--- src/rtl/io_responder_if.sv ---
// CPU data-memory port plus TX/RX valid/ready streams of io_responder,
// bundled so the responder and its environment see one connection.
interface io_responder_if #(
    parameter int DataWidth = 8,
    parameter int AddrWidth = 8
);
    logic                 Mem_En;
    logic                 Write_EN;
    logic [AddrWidth-1:0] Address;
    logic [DataWidth-1:0] DIn;
    logic [DataWidth-1:0] DOut;
    logic                 Hit;
    logic [DataWidth-1:0] Tx_Data;
    logic                 Tx_Valid;
    logic                 Tx_Ready;
    logic [DataWidth-1:0] Rx_Data;
    logic                 Rx_Valid;
    logic                 Rx_Ready;

    // Environment side: CPU, TX sink and RX source.
    modport master (
        output Mem_En, Write_EN, Address, DIn, Tx_Ready, Rx_Data, Rx_Valid,
        input  DOut, Hit, Tx_Data, Tx_Valid, Rx_Ready
    );

    // Responder side.
    modport slave (
        input  Mem_En, Write_EN, Address, DIn, Tx_Ready, Rx_Data, Rx_Valid,
        output DOut, Hit, Tx_Data, Tx_Valid, Rx_Ready
    );
endinterface

--- src/rtl/io_responder.sv ---
// Memory-mapped I/O responder: 4-register window (DATA/STATUS/CTRL/reserved)
// over a TX and an RX FIFO. Optional interrupt output under IO_RESPONDER_IRQ_EN.
module io_responder #(
    parameter int                   DataWidth     = 8,
    parameter int                   AddrWidth     = 8,
    parameter logic [AddrWidth-1:0] BaseAddr      = 'hF0,
    parameter int                   FifoDepthLog2 = 2
) (
    input  logic Clk,
    input  logic Reset,
    io_responder_if.slave bus
`ifdef IO_RESPONDER_IRQ_EN
    ,
    output logic Irq
`endif
);

    localparam int Depth = 1 << FifoDepthLog2;
    localparam int PtrW  = FifoDepthLog2 + 1;

    typedef enum logic [1:0] {
        OFF_DATA   = 2'd0,
        OFF_STATUS = 2'd1,
        OFF_CTRL   = 2'd2,
        OFF_RSVD   = 2'd3
    } reg_off_e;

    logic [PtrW-1:0]      tx_wptr_q, tx_wptr_d, tx_rptr_q, tx_rptr_d;
    logic [PtrW-1:0]      rx_wptr_q, rx_wptr_d, rx_rptr_q, rx_rptr_d;
    logic [DataWidth-1:0] tx_mem_q [Depth];
    logic [DataWidth-1:0] rx_mem_q [Depth];
    logic                 tx_drop_q, tx_drop_d, rx_under_q, rx_under_d;
    logic [DataWidth-1:0] dout_q, dout_d;

    logic                 access, cpu_wr, cpu_rd;
    reg_off_e             offset;
    logic                 tx_full, tx_empty, rx_full, rx_empty;
    logic                 tx_push, tx_pop, rx_push, rx_pop;
    logic                 tx_drop_evt, rx_under_evt, flush, clr_sticky;
    logic [DataWidth-1:0] status, ctrl_rd, rx_head;

    assign bus.Hit = (bus.Address[AddrWidth-1:2] == BaseAddr[AddrWidth-1:2]);
    assign access  = bus.Mem_En & bus.Hit;
    assign cpu_wr  = access & bus.Write_EN;
    assign cpu_rd  = access & ~bus.Write_EN;
    assign offset  = reg_off_e'(bus.Address[1:0]);

    // Full: same slot index, different wrap bit.
    assign tx_full  = (tx_wptr_q ^ tx_rptr_q) == PtrW'(Depth);
    assign tx_empty = (tx_wptr_q == tx_rptr_q);
    assign rx_full  = (rx_wptr_q ^ rx_rptr_q) == PtrW'(Depth);
    assign rx_empty = (rx_wptr_q == rx_rptr_q);

    assign bus.Tx_Data  = tx_mem_q[tx_rptr_q[FifoDepthLog2-1:0]];
    assign bus.Tx_Valid = ~tx_empty;
    assign bus.Rx_Ready = ~rx_full & Reset;
    assign rx_head      = rx_mem_q[rx_rptr_q[FifoDepthLog2-1:0]];

    assign tx_push      = cpu_wr & (offset == OFF_DATA) & ~tx_full;
    assign tx_drop_evt  = cpu_wr & (offset == OFF_DATA) & tx_full;
    assign tx_pop       = bus.Tx_Valid & bus.Tx_Ready;
    assign rx_push      = bus.Rx_Valid & bus.Rx_Ready;
    assign rx_pop       = cpu_rd & (offset == OFF_DATA) & ~rx_empty;
    assign rx_under_evt = cpu_rd & (offset == OFF_DATA) & rx_empty;
    assign flush        = cpu_wr & (offset == OFF_CTRL) & bus.DIn[1];
    assign clr_sticky   = cpu_wr & (offset == OFF_CTRL) & bus.DIn[0];

    assign status = DataWidth'({rx_under_q, tx_drop_q, rx_full, rx_empty, tx_empty, tx_full});

`ifdef IO_RESPONDER_IRQ_EN
    logic [1:0] ctrl_q, ctrl_d;
    logic       irq_q, irq_d;

    always_comb begin
        ctrl_d = ctrl_q;
        if (cpu_wr && offset == OFF_CTRL) ctrl_d = bus.DIn[3:2];
        irq_d = (ctrl_q[0] & ~rx_empty) | (ctrl_q[1] & tx_empty);
    end

    always_ff @(posedge Clk) begin
        if (!Reset) begin
            ctrl_q <= '0;
            irq_q  <= 1'b0;
        end else begin
            ctrl_q <= ctrl_d;
            irq_q  <= irq_d;
        end
    end

    assign ctrl_rd = DataWidth'({ctrl_q, 2'b00});
    assign Irq     = irq_q;
`else
    assign ctrl_rd = '0;
`endif

    // NOTE: every next-state value gets its default before any condition,
    // so no path through this block can leave a signal unassigned (no latch).
    always_comb begin
        tx_wptr_d  = tx_wptr_q + PtrW'(tx_push);
        tx_rptr_d  = tx_rptr_q + PtrW'(tx_pop);
        rx_wptr_d  = rx_wptr_q + PtrW'(rx_push);
        rx_rptr_d  = rx_rptr_q + PtrW'(rx_pop);
        tx_drop_d  = tx_drop_evt | (tx_drop_q & ~clr_sticky);
        rx_under_d = rx_under_evt | (rx_under_q & ~clr_sticky);
        dout_d     = dout_q;

        if (flush) begin
            tx_wptr_d = '0;
            tx_rptr_d = '0;
            rx_wptr_d = '0;
            rx_rptr_d = '0;
        end

        if (cpu_rd) begin
            unique case (offset)
                OFF_DATA:   dout_d = rx_empty ? '0 : rx_head;
                OFF_STATUS: dout_d = status;
                OFF_CTRL:   dout_d = ctrl_rd;
                OFF_RSVD:   dout_d = '0;
                default:    dout_d = '0;
            endcase
        end
    end

    // NOTE: state registers use non-blocking assignments so every flop samples
    // pre-edge values, independent of block evaluation order.
    always_ff @(posedge Clk) begin
        if (!Reset) begin
            tx_wptr_q  <= '0;
            tx_rptr_q  <= '0;
            rx_wptr_q  <= '0;
            rx_rptr_q  <= '0;
            tx_drop_q  <= 1'b0;
            rx_under_q <= 1'b0;
            dout_q     <= '0;
        end else begin
            tx_wptr_q  <= tx_wptr_d;
            tx_rptr_q  <= tx_rptr_d;
            rx_wptr_q  <= rx_wptr_d;
            rx_rptr_q  <= rx_rptr_d;
            tx_drop_q  <= tx_drop_d;
            rx_under_q <= rx_under_d;
            dout_q     <= dout_d;
        end
    end

    // NOTE: FIFO storage has no reset; entries are only visible between the
    // pointers, and the pointers are reset.
    always_ff @(posedge Clk) begin
        if (tx_push) tx_mem_q[tx_wptr_q[FifoDepthLog2-1:0]] <= bus.DIn;
        if (rx_push) rx_mem_q[rx_wptr_q[FifoDepthLog2-1:0]] <= bus.Rx_Data;
    end

    assign bus.DOut = dout_q;

endmodule

--- src/flat_wrapper.sv ---
// flat-port wrapper written by rule: the top's interface ports become plain ports
module io_responder_flat 
#(
    parameter int                   DataWidth     = 8,
    parameter int                   AddrWidth     = 8,
    parameter logic [AddrWidth-1:0] BaseAddr      = 'hF0,
    parameter int                   FifoDepthLog2 = 2
)
  (Clk, Reset, bus_Mem_En, bus_Write_EN, bus_Address, bus_DIn, bus_Tx_Ready, bus_Rx_Data, bus_Rx_Valid, bus_DOut, bus_Hit, bus_Tx_Data, bus_Tx_Valid, bus_Rx_Ready);
  io_responder_if #(.DataWidth(DataWidth), .AddrWidth(AddrWidth)) bus_i ();
  input  logic Clk;
  input  logic Reset;
  input wire logic [$bits(bus_i.Mem_En)-1:0] bus_Mem_En;
  input wire logic [$bits(bus_i.Write_EN)-1:0] bus_Write_EN;
  input wire logic [$bits(bus_i.Address)-1:0] bus_Address;
  input wire logic [$bits(bus_i.DIn)-1:0] bus_DIn;
  input wire logic [$bits(bus_i.Tx_Ready)-1:0] bus_Tx_Ready;
  input wire logic [$bits(bus_i.Rx_Data)-1:0] bus_Rx_Data;
  input wire logic [$bits(bus_i.Rx_Valid)-1:0] bus_Rx_Valid;
  output wire logic [$bits(bus_i.DOut)-1:0] bus_DOut;
  output wire logic [$bits(bus_i.Hit)-1:0] bus_Hit;
  output wire logic [$bits(bus_i.Tx_Data)-1:0] bus_Tx_Data;
  output wire logic [$bits(bus_i.Tx_Valid)-1:0] bus_Tx_Valid;
  output wire logic [$bits(bus_i.Rx_Ready)-1:0] bus_Rx_Ready;
  assign bus_i.Mem_En = bus_Mem_En;
  assign bus_i.Write_EN = bus_Write_EN;
  assign bus_i.Address = bus_Address;
  assign bus_i.DIn = bus_DIn;
  assign bus_i.Tx_Ready = bus_Tx_Ready;
  assign bus_i.Rx_Data = bus_Rx_Data;
  assign bus_i.Rx_Valid = bus_Rx_Valid;
  assign bus_DOut = bus_i.DOut;
  assign bus_Hit = bus_i.Hit;
  assign bus_Tx_Data = bus_i.Tx_Data;
  assign bus_Tx_Valid = bus_i.Tx_Valid;
  assign bus_Rx_Ready = bus_i.Rx_Ready;
  io_responder #(.DataWidth(DataWidth), .AddrWidth(AddrWidth), .BaseAddr(BaseAddr), .FifoDepthLog2(FifoDepthLog2)) u_core (.Clk(Clk), .Reset(Reset), .bus(bus_i));
endmodule
--- config.mk ---
export PLATFORM = sky130hd
export DESIGN_NAME = io_responder_flat
export DESIGN_NICKNAME = d
export VERILOG_FILES = /design/src/rtl/io_responder_if.sv /design/src/rtl/io_responder.sv /design/src/flat_wrapper.sv
export SDC_FILE = /design/constraint.sdc
export NUM_CORES = 1
export LEC_CHECK = 0
export ABC_AREA = 1
export ABC_CLOCK_PERIOD_IN_PS = 1700
export CORE_ASPECT_RATIO = 1.75
export CORE_MARGIN = 2
export CORE_UTILIZATION = 49
export DETAILED_ROUTE_END_ITERATION = 7
export HOLD_SLACK_MARGIN = 0.06
export PLACE_DENSITY = 0.75
export SLEW_MARGIN = 20
export SYNTH_ARGS = -nofsm -noshare
export SYNTH_HDL_FRONTEND = slang
export SYNTH_SLANG_ARGS = --single-unit
export TNS_END_PERCENT = 30
--- constraint.sdc ---
create_clock -name Clk -period 1.7 [get_ports Clk]
set_input_delay 0.425 -clock Clk [delete_from_list [all_inputs] [get_ports Clk]]
set_output_delay 0.425 -clock Clk [all_outputs]
set_load 0.05 [all_outputs]
## After elaboration in Yosys (flattened, before gate mapping)

Memories as Yosys holds them, arrays and structs flattened. A register that Yosys moved wholly into a read port is not among the register bits.
Index checks and enable logic that the tools add are counted.

- Bits in registers: 22
- Bits in latches: 0
- Memory bits (writable): 64
- ROM bits: 0
- Word-level logic and storage cells: 60
- Memories: 2

- $add $sub $neg: 4
- Multipliers: 0
- Divide/modulo/power cells: 0
- Magnitude comparators: 0
- Equality and inequality tests: 8
- Shift operators: 0
- Muxes and demuxes: 8
- Bitwise logic cells: 28
- Reductions and logical operators: 3

Memory list:

| memory | words | bits a word | read ports | clocked after memory_dff | write ports | line | source |
|---|---|---|---|---|---|---|---|
| u_core.rx_mem_q | 4 | 8 | 1 | 1 | 1 | io_responder.sv:31 | `logic [DataWidth-1:0] rx_mem_q [Depth];` |
| u_core.tx_mem_q | 4 | 8 | 1 | 1 | 1 | io_responder.sv:30 | `logic [DataWidth-1:0] tx_mem_q [Depth];` |

Operators by type and width:

| cell | count |
|---|---|
| $pmux W8 S3 | 1 |
| $and A1 B1 Y1 | 17 |
| $add A3 B1 Y3 | 4 |
| $mux W8 | 1 |
| $not A1 Y1 | 7 |
| $eq A3 B3 Y1 | 2 |
| $eq A3 B3 Y1 const B | 2 |
| $eq A6 B6 Y1 const B | 1 |
| $xor A3 B3 Y3 | 2 |
| $eq A2 B2 Y1 const B | 2 |
| $mux W1 | 4 |
| $mux W2 | 2 |
| $reduce_or A2 Y1 | 2 |
| $eq A2 B1 Y1 const B | 1 |
| $logic_not A2 Y1 | 1 |
| $or A1 B1 Y1 | 2 |

## Depth between registers and ports, before layout

Gate-level depths: netlist of run 1.

- Word-level depth: 8
- Depth in mapped cells: 13
- Depth with buffers taken out: 12

## Worst setup path before layout of run 1

No wires, ideal clock.

- Path type: input to output
- From: input bus_Address[6]
- To: output bus_Hit
- Data arrival time: 1.992 ns
- Setup slack: -0.717 ns
- Cell stages on the path: 2
- Buffers on the path: 0
- Cell sequence: nand2_1 nor4_1

- Cells in the longest elaborated chain, start to end: 1

Ends and longest elaborated chain:

| element | line | source |
|---|---|---|
| start, declared | flat_wrapper.sv:15 | `input wire logic [$bits(bus_i.Address)-1:0] bus_Address;` |
| $eq A6 B6 Y1 | io_responder.sv:42 | `assign bus.Hit = (bus.Address[AddrWidth-1:2] == BaseAddr[AddrWidth-1:2]);` |
| end, declared | flat_wrapper.sv:21 | `output wire logic [$bits(bus_i.Hit)-1:0] bus_Hit;` |

Every way passes these cells.

## Final worst setup path of run 1

- From: register u_core.rx_rptr_q[2]
- To: output bus_Rx_Ready

- Cells in the longest elaborated chain, start to end: 4

Ends and longest elaborated chain:

| element | line | source |
|---|---|---|
| start, declared | io_responder.sv:29 | `logic [PtrW-1:0] rx_wptr_q, rx_wptr_d, rx_rptr_q, rx_rptr_d;` |
| start signal, assigned | io_responder.sv:140 | `rx_rptr_q <= rx_rptr_d;` |
| $xor A3 B3 Y3 | io_responder.sv:51 | `assign rx_full = (rx_wptr_q ^ rx_rptr_q) == PtrW'(Depth);` |
| $eq A3 B3 Y1 | io_responder.sv:51 |  |
| $not A1 Y1 | io_responder.sv:56 | `assign bus.Rx_Ready = ~rx_full & Reset;` |
| $and A1 B1 Y1 | io_responder.sv:56 |  |
| end, declared | flat_wrapper.sv:24 | `output wire logic [$bits(bus_i.Rx_Ready)-1:0] bus_Rx_Ready;` |

Every way passes these cells.

==> results of run 1 <==
==> logic make-up (layout without fill, tap and decap cells) <==
group / Yosys count / after routing
simple gates: 116 / 116
buf+inv: 43 / 155
flops: 86 / 86
compound gates: 66 / 66
fa+ha+maj: 8 / 8
xor+xnor: 7 / 7
==> state kept, by name (all words and copies together), names as in the netlist, 3 cells and up <==
name / flops
u_core.tx_wptr_q: 3
u_core.rx_wptr_q: 3
u_core.tx_mem_q: 32
u_core.bus.DOut: 8
u_core.tx_rptr_q: 3
u_core.rx_mem_q: 32
u_core.rx_rptr_q: 3
==> placed cells by master (no fill, tap or decap), drive strengths merged <==
cell and instances:
xnor2 6, dlygate4sd2 4, nand3 8, xor2 1, a21oi 12, clkinvlp 3
o21ai 42, nand3b 1, ha 8, clkinv 2, inv 34, o22ai 12
nor4 2, bufinv 2, nand2 31, clkdlybuf4s50 22, edfxtp 64, buf 78
nor2 69, clkbuf 9, dfxtp 22, nand4 1, nor3 4, clkdlybuf4s15 1
==> per-layer routing <==
layer | up-vias | part of all wire, % | global-route usage [%]
met3 | 12 | 3.7 | 4.78
met1 | 1301 | 32 | 20.0
li1 | 1332 | - | -
met2 | 65 | 62 | 40.0
met4 | 0 | 1.9 | 8.70
met5 | - | 0 | 0
==> stage by stage <==
step	total power [uW]	hold slack [ns]	utilization, %
floorplan	2410	0.440	-
global placement	2580	0.454	64.4
detailed placement	2590	0.459	64.4
CTS	4700	0.468	70.8
global route	4850	0.487	75.1
finish	4700	0.465	75.1
==> cell usage after synthesis (all sizes together) <==
| library cell | count | share of area (%) |
|---|---|---|
| edfxtp | 64 | 53 |
| nor4 | 2 | 0.35 |
| nand4 | 1 | 0.17 |
| o21ai | 42 | 6.0 |
| nand2 | 31 | 3.9 |
| inv | 33 | 3.5 |
| buf | 9 | 2.0 |
| nor2 | 69 | 8.2 |
| xnor2 | 6 | 1.5 |
| nand3 | 8 | 1.6 |
| dfxtp | 22 | 12 |
| clkbuf | 1 | 0.10 |
| nor3 | 4 | 0.55 |
| nand3b | 1 | 0.21 |
| o22ai | 12 | 2.1 |
| xor2 | 1 | 0.24 |
| a21oi | 12 | 1.7 |
| ha | 8 | 2.8 |
==> final cells by class <==
type                    count  share of cell area [%]
clock buffers               9                    4.18
repair inverters            1                   0.139
well taps                  86                    2.00
flip-flops and latches     86                    44.1
inverters                  33                    2.55
repair buffers            105                    19.0
clock inverters             7                    1.95
multi-input cells         197                    26.1
==> repair_timing <==
| action | 4_1_cts | 5_1_grt |
|---|---|---|
| cloned | 1 | 0 |
| gates resized for setup | 61 | 72 |
| setup endpoints to repair | 53 | 85 |
| setup buffers | 5 | 8 |
| pin swaps | 13 | 26 |
==> power by group through the flow <==
stage          Clock (uW)  Sequential, uW  Combinational (uW)
2_1_floorplan           0            2330                83.2
3_3_place_gp            0            2320                 256
3_5_place_dp            0            2330                 262
4_1_cts              2150            2280                 273
5_1_grt              2260            2280                 321
6_report             2120            2280                 299
==> path summary, 6_finish.rpt <==
kind	startpoint	end	slack, ns
setup / recovery	u_core.rx_rptr_q[2]	bus_Rx_Ready	-0.17
hold / removal	u_core.tx_drop_q	u_core.tx_drop_q	0.47
setup reg to reg	u_core.rx_rptr_q[2]	u_core.rx_wptr_q[2]	-0.12
hold reg to reg	u_core.tx_drop_q	u_core.tx_drop_q	0.47
==> worst min-delay path: stages (launching register included) <==
cell and delay (ns):
dfxtp_1 0.31, nand2_1 0.06, a21oi_1 0.05
==> results.md, run 1 <==
* Combinational share of power at 6.4%
* Required time worst endpoint at 1.27 ns
* Final Max Tran Viols at 0
* Yosys warning count at 0
* Initial Util at 50.4%
* Post-synthesis mux area share at 0%
* CTS Hold Bufs at 0
* CP dominant cell by count: nand2_2
* Drt total wl at 8.06 mm
* Simple-gate share of the synthesized area at 15.0%
* Clk_skew at 0.00619 ns
* Complex-gate fraction of the synthesized area at 9.74%
* Mapped Avg Cell Area at 11.1 sq um
* Worst-Margin Slew at 0.280 ns
* Seq. cell area at 0.00238 sq mm
* Vias in the first global route at 2814
* Antenna viol nets, final at 0
* Crit path kind: reg2out
* XOR/XNOR Fraction of Synth Area at 1.69%
* Leakage power at 0.00205 uW
* Main combinational cell family by area after synthesis: simple AND/OR/NAND/NOR gates
* IO buf count at 48
* WHS Path Cells at 2
* Status: finished, violations left
* CTS max path bufs at 2
* Synth Area in Adders at 2.76%
* Worst-skew pair later-pin latency at 0.34 ns
* Worst Path Buf+Inv at 4
* FP Rows at 41
* Clock Power Share at 45.2%
* Worst min path class: reg2reg
* Die ar. at 0.00812 sq mm
* Max rail drop VDD at 984 uV
* TritonCTS clock tree: yes
* Sw Pwr at 967 uW
* Initial antenna violation count at 0
* Pre-CTS setup slack at -0.579 ns
* Clock sink total at 86
* Setup TNS at -5.32 ns
* Failing checks: setup timing
* Via count at 2710
* Post-route minimum period at 1.87 ns
* First-pass GRT wire length at 12.5 mm
* Root Buffer: clkbuf_16
* Setup Viol. Count Final at 52
* GR Util All Layers at 21.0%
* CP Cell Sequence: inv_2 -> nand2_2 -> nand2_2 -> nand3b_1 -> nand2_2 -> inv_4 -> buf_6 -> buf_12
* Overflow after GRT at 0
* Critical path's largest stage delay at 0.35 ns
* Final nets at 471
* N_diodes at 0
* Period utilization at 110%
* P_int at 3730 uW
* FILL cells at 465
* Crit start category: flip-flop
* Number of instances in the placed design at 497
* Routability cong. at 0.813
* Final worst slack at -0.174 ns
* Sequential-to-total area share from yosys stat at 65.2%
* Share of post-route cells with drive strength above 1 at 42.9%
* Clk pin slew, worst setup/hold paths at 0.06 ns
* Synth Register Bits at 86
* Sequential power share at 48.5%
* Slew Limit Headroom at 81.2%
* Max cap viols at 0
* Placed cell area at 0.00462 sq mm
* Height of the die at 118 um
* FMAX at 0.534 GHz
* DIE WIDTH at 69.0 um
* DP HPWL at 5.68 mm
* Netlist Area Pre-Place at 0.00362 sq mm
* Count of cell types in the netlist at 31
* Unrepaired setup endpoints after global routing: true
* DR pass1 iterations at 4
* Pin count of the biggest net entering global routing at 17
* Crit. End Element: output pin
* Multi-input gate area at 0.00141 sq mm
* Worst path slowest cell: dfxtp_2
* Power density over cell area at 871 mW/mm^2
* Syn nets at 364
* Number of cells on the critical path at 8
* Vias per cell at 5.17
* Area grow syn2layout at 48.9%
* Clock buffer count from CTS at 9
* Net Sw Frac at 20.6%
* H-tree depth at 3
* R2R cell count at 14
* Drt drc at 0
* CP arrival at 1.45 ns
* IO Pins at 49
* Maximum fanout along the worst path at 3
* Non-filler instance count after layout at 524
* Gate count after technology mapping at 326
* Fin area at 0.00539 sq mm
* Endpoints failing hold at 0
* Initial DRC count at 174
* Core area at 0.00718 sq mm
* DR WL/cell at 15.4 um
* Top Family by Delay on Critical Path: simple AND/OR/NAND/NOR gates
(Power assumes the default switching activity.)
==> run 2, diff against run 1 <==
- CORE_MARGIN: 2 -> default
- RECOVER_POWER: default -> 100
==> run 2 against run 1 <==
Net effect: the flow still finishes with violations (setup timing); maximum frequency increased by 0.72%; clock-buffer cell count unchanged; first-iteration DRC count decreased by 45%; clock skew increased by 0.0020 ns; sequential share of layout area increased by 1.1 points; design area decreased by 2.2%; power decreased by 4.2%; wire length decreased by 6.9%; critical path depth unchanged; clock power decreased by 8%; die area decreased by 4.5%; sequential power about the same; largest cell class unchanged; largest power group unchanged.
==> results.md, run 2 (synthesis gave the netlist of run 1 again) <==
* Power density over cell area at 853 mW/mm^2
* Sequential power share at 50.6%
* Crit. End Element: output pin
* P_int at 3560 uW
* H-tree depth at 3
* CP dominant cell by count: nand2_1
* CTS max path bufs at 2
* Crit path kind: reg2out
* Drt drc at 0
* Total power at 4500 uW
* Vias in the first global route at 2629
* Maximum fanout along the worst path at 3
* Initial Util at 50.4%
* Initial antenna violation count at 0
* Clk pin slew, worst setup/hold paths at 0.06 ns
* Worst path slowest cell: dfxtp_2
* Worst min path class: reg2reg
* Core area at 0.00718 sq mm
* Required time worst endpoint at 1.27 ns
* Initial DRC count at 95
* Number of instances in the placed design at 496
* Vias per cell at 5.06
* Period utilization at 109%
* Crit start category: flip-flop
* IO buf count at 48
* Overflow after GRT at 0
* Non-filler instance count after layout at 522
* Drt total wl at 7.50 mm
* N_diodes at 0
* Height of the die at 116 um
* Clk_skew at 0.00818 ns
* Leakage power at 0.00200 uW
* Share of post-route cells with drive strength above 1 at 41.3%
* Area grow syn2layout at 45.6%
* Setup Viol. Count Final at 77
* Status: finished, violations left
* Critical path's largest stage delay at 0.35 ns
* Pin count of the biggest net entering global routing at 17
* Clock sink total at 86
* Clock buffer count from CTS at 9
* CP Cell Sequence: inv_2 -> nand2_1 -> nand2_1 -> nand3b_1 -> nand2_2 -> inv_4 -> buf_6 -> buf_12
* CP arrival at 1.44 ns
* Clock Power Share at 43.3%
* DP HPWL at 5.47 mm
* Combinational share of power at 6.2%
* Net Sw Frac at 20.9%
* Endpoints failing hold at 0
* DR WL/cell at 14.4 um
* Slew Limit Headroom at 78.8%
* Final Max Tran Viols at 0
* Via count at 2642
* First-pass GRT wire length at 11.4 mm
* Max cap viols at 0
* IO Pins at 49
* Worst-Margin Slew at 0.318 ns
* FP Rows at 41
* Worst-skew pair later-pin latency at 0.34 ns
* Top library cells by usage in the layout, fill and taps aside: edfxtp_1 (64), nor2_1 (50), buf_4 (38)
* GR Util All Layers at 20.8%
* Max rail drop VDD at 842 uV
* CTS Hold Bufs at 0
* Sw Pwr at 939 uW
* TritonCTS clock tree: yes
* Routability cong. at 0.811
* Unrepaired setup endpoints after global routing: true
* Die ar. at 0.00775 sq mm
* DIE WIDTH at 67.0 um
* Final nets at 469
* FMAX at 0.538 GHz
* Most common cell after layout, fill and taps aside: edfxtp_1
* DR pass1 iterations at 7
* Post-route minimum period at 1.86 ns
* Failing checks: setup timing
* Final worst slack at -0.160 ns
* Root Buffer: clkbuf_16
* Antenna viol nets, final at 0
## run 2: path summary, 6_finish.rpt
kind	start	endpoint	slack, ns	cells past startpoint
setup / recovery	u_core.rx_rptr_q[2]	bus_Rx_Ready	-0.16	8
hold / removal	u_core.tx_drop_q	u_core.tx_drop_q	0.46	2
setup reg to reg	u_core.rx_rptr_q[0]	u_core.rx_mem_q[2][0]	-0.03	11
hold reg to reg	u_core.tx_drop_q	u_core.tx_drop_q	0.46	2
## run 2: area by class of cell
cell class	count	area, sq um
sequential	86	2380
fill	486	1910
multi-input combinational	197	1380
timing repair buffer	104	951
clock buffer	9	225
inverter	33	140
tap	86	108
clock inverter	7	81.3
## run 2: what timing repair did
item                       4_1_cts  5_1_grt
pin swaps                       12       20
gates resized for setup         72       51
setup endpoints to repair       51       71
buffers inserted                 5        6
## run 2: metal layers
layer  GRT usage, %  part of all wire (%)
met5              0                     0
met4           11.1                   2.3
met3           4.53                   2.5
met2           41.5                    62
met1           18.0                    33
## run 2: worst max-delay path: cells and delay by family (launching register included)
| kind | cells | cell delay (ns) |
|---|---|---|
| buffers and inverters | 4 | 0.31 |
| AND/OR/NAND/NOR | 4 | 0.44 |
| flip-flops | 1 | 0.35 |
## run 2: metrics by stage
step           setup WS [ns]  util [%]  TNS [ns]  cell area [sq um]  hold slack (ns)
2_1_floorplan         -0.138         -     -6.34               3730            0.440
3_3_place_gp          -0.530      64.3    -27.46               4620            0.453
3_5_place_dp          -0.575      64.3    -30.05               4620            0.456
4_1_cts               -0.182      71.1     -1.16               5100            0.465
5_1_grt               -0.204      73.4     -8.24               5270            0.483
6_report              -0.160      73.4     -3.59               5270            0.465
## run 2: power by group through the flow
stage	Combinational (uW)	Clock, uW	Sequential, uW
after floorplan	83.2	0	2330
after global placement	255	0	2320
after detailed placement	261	0	2330
after CTS	270	1990	2280
after global routing	298	2060	2270
final	278	1950	2270
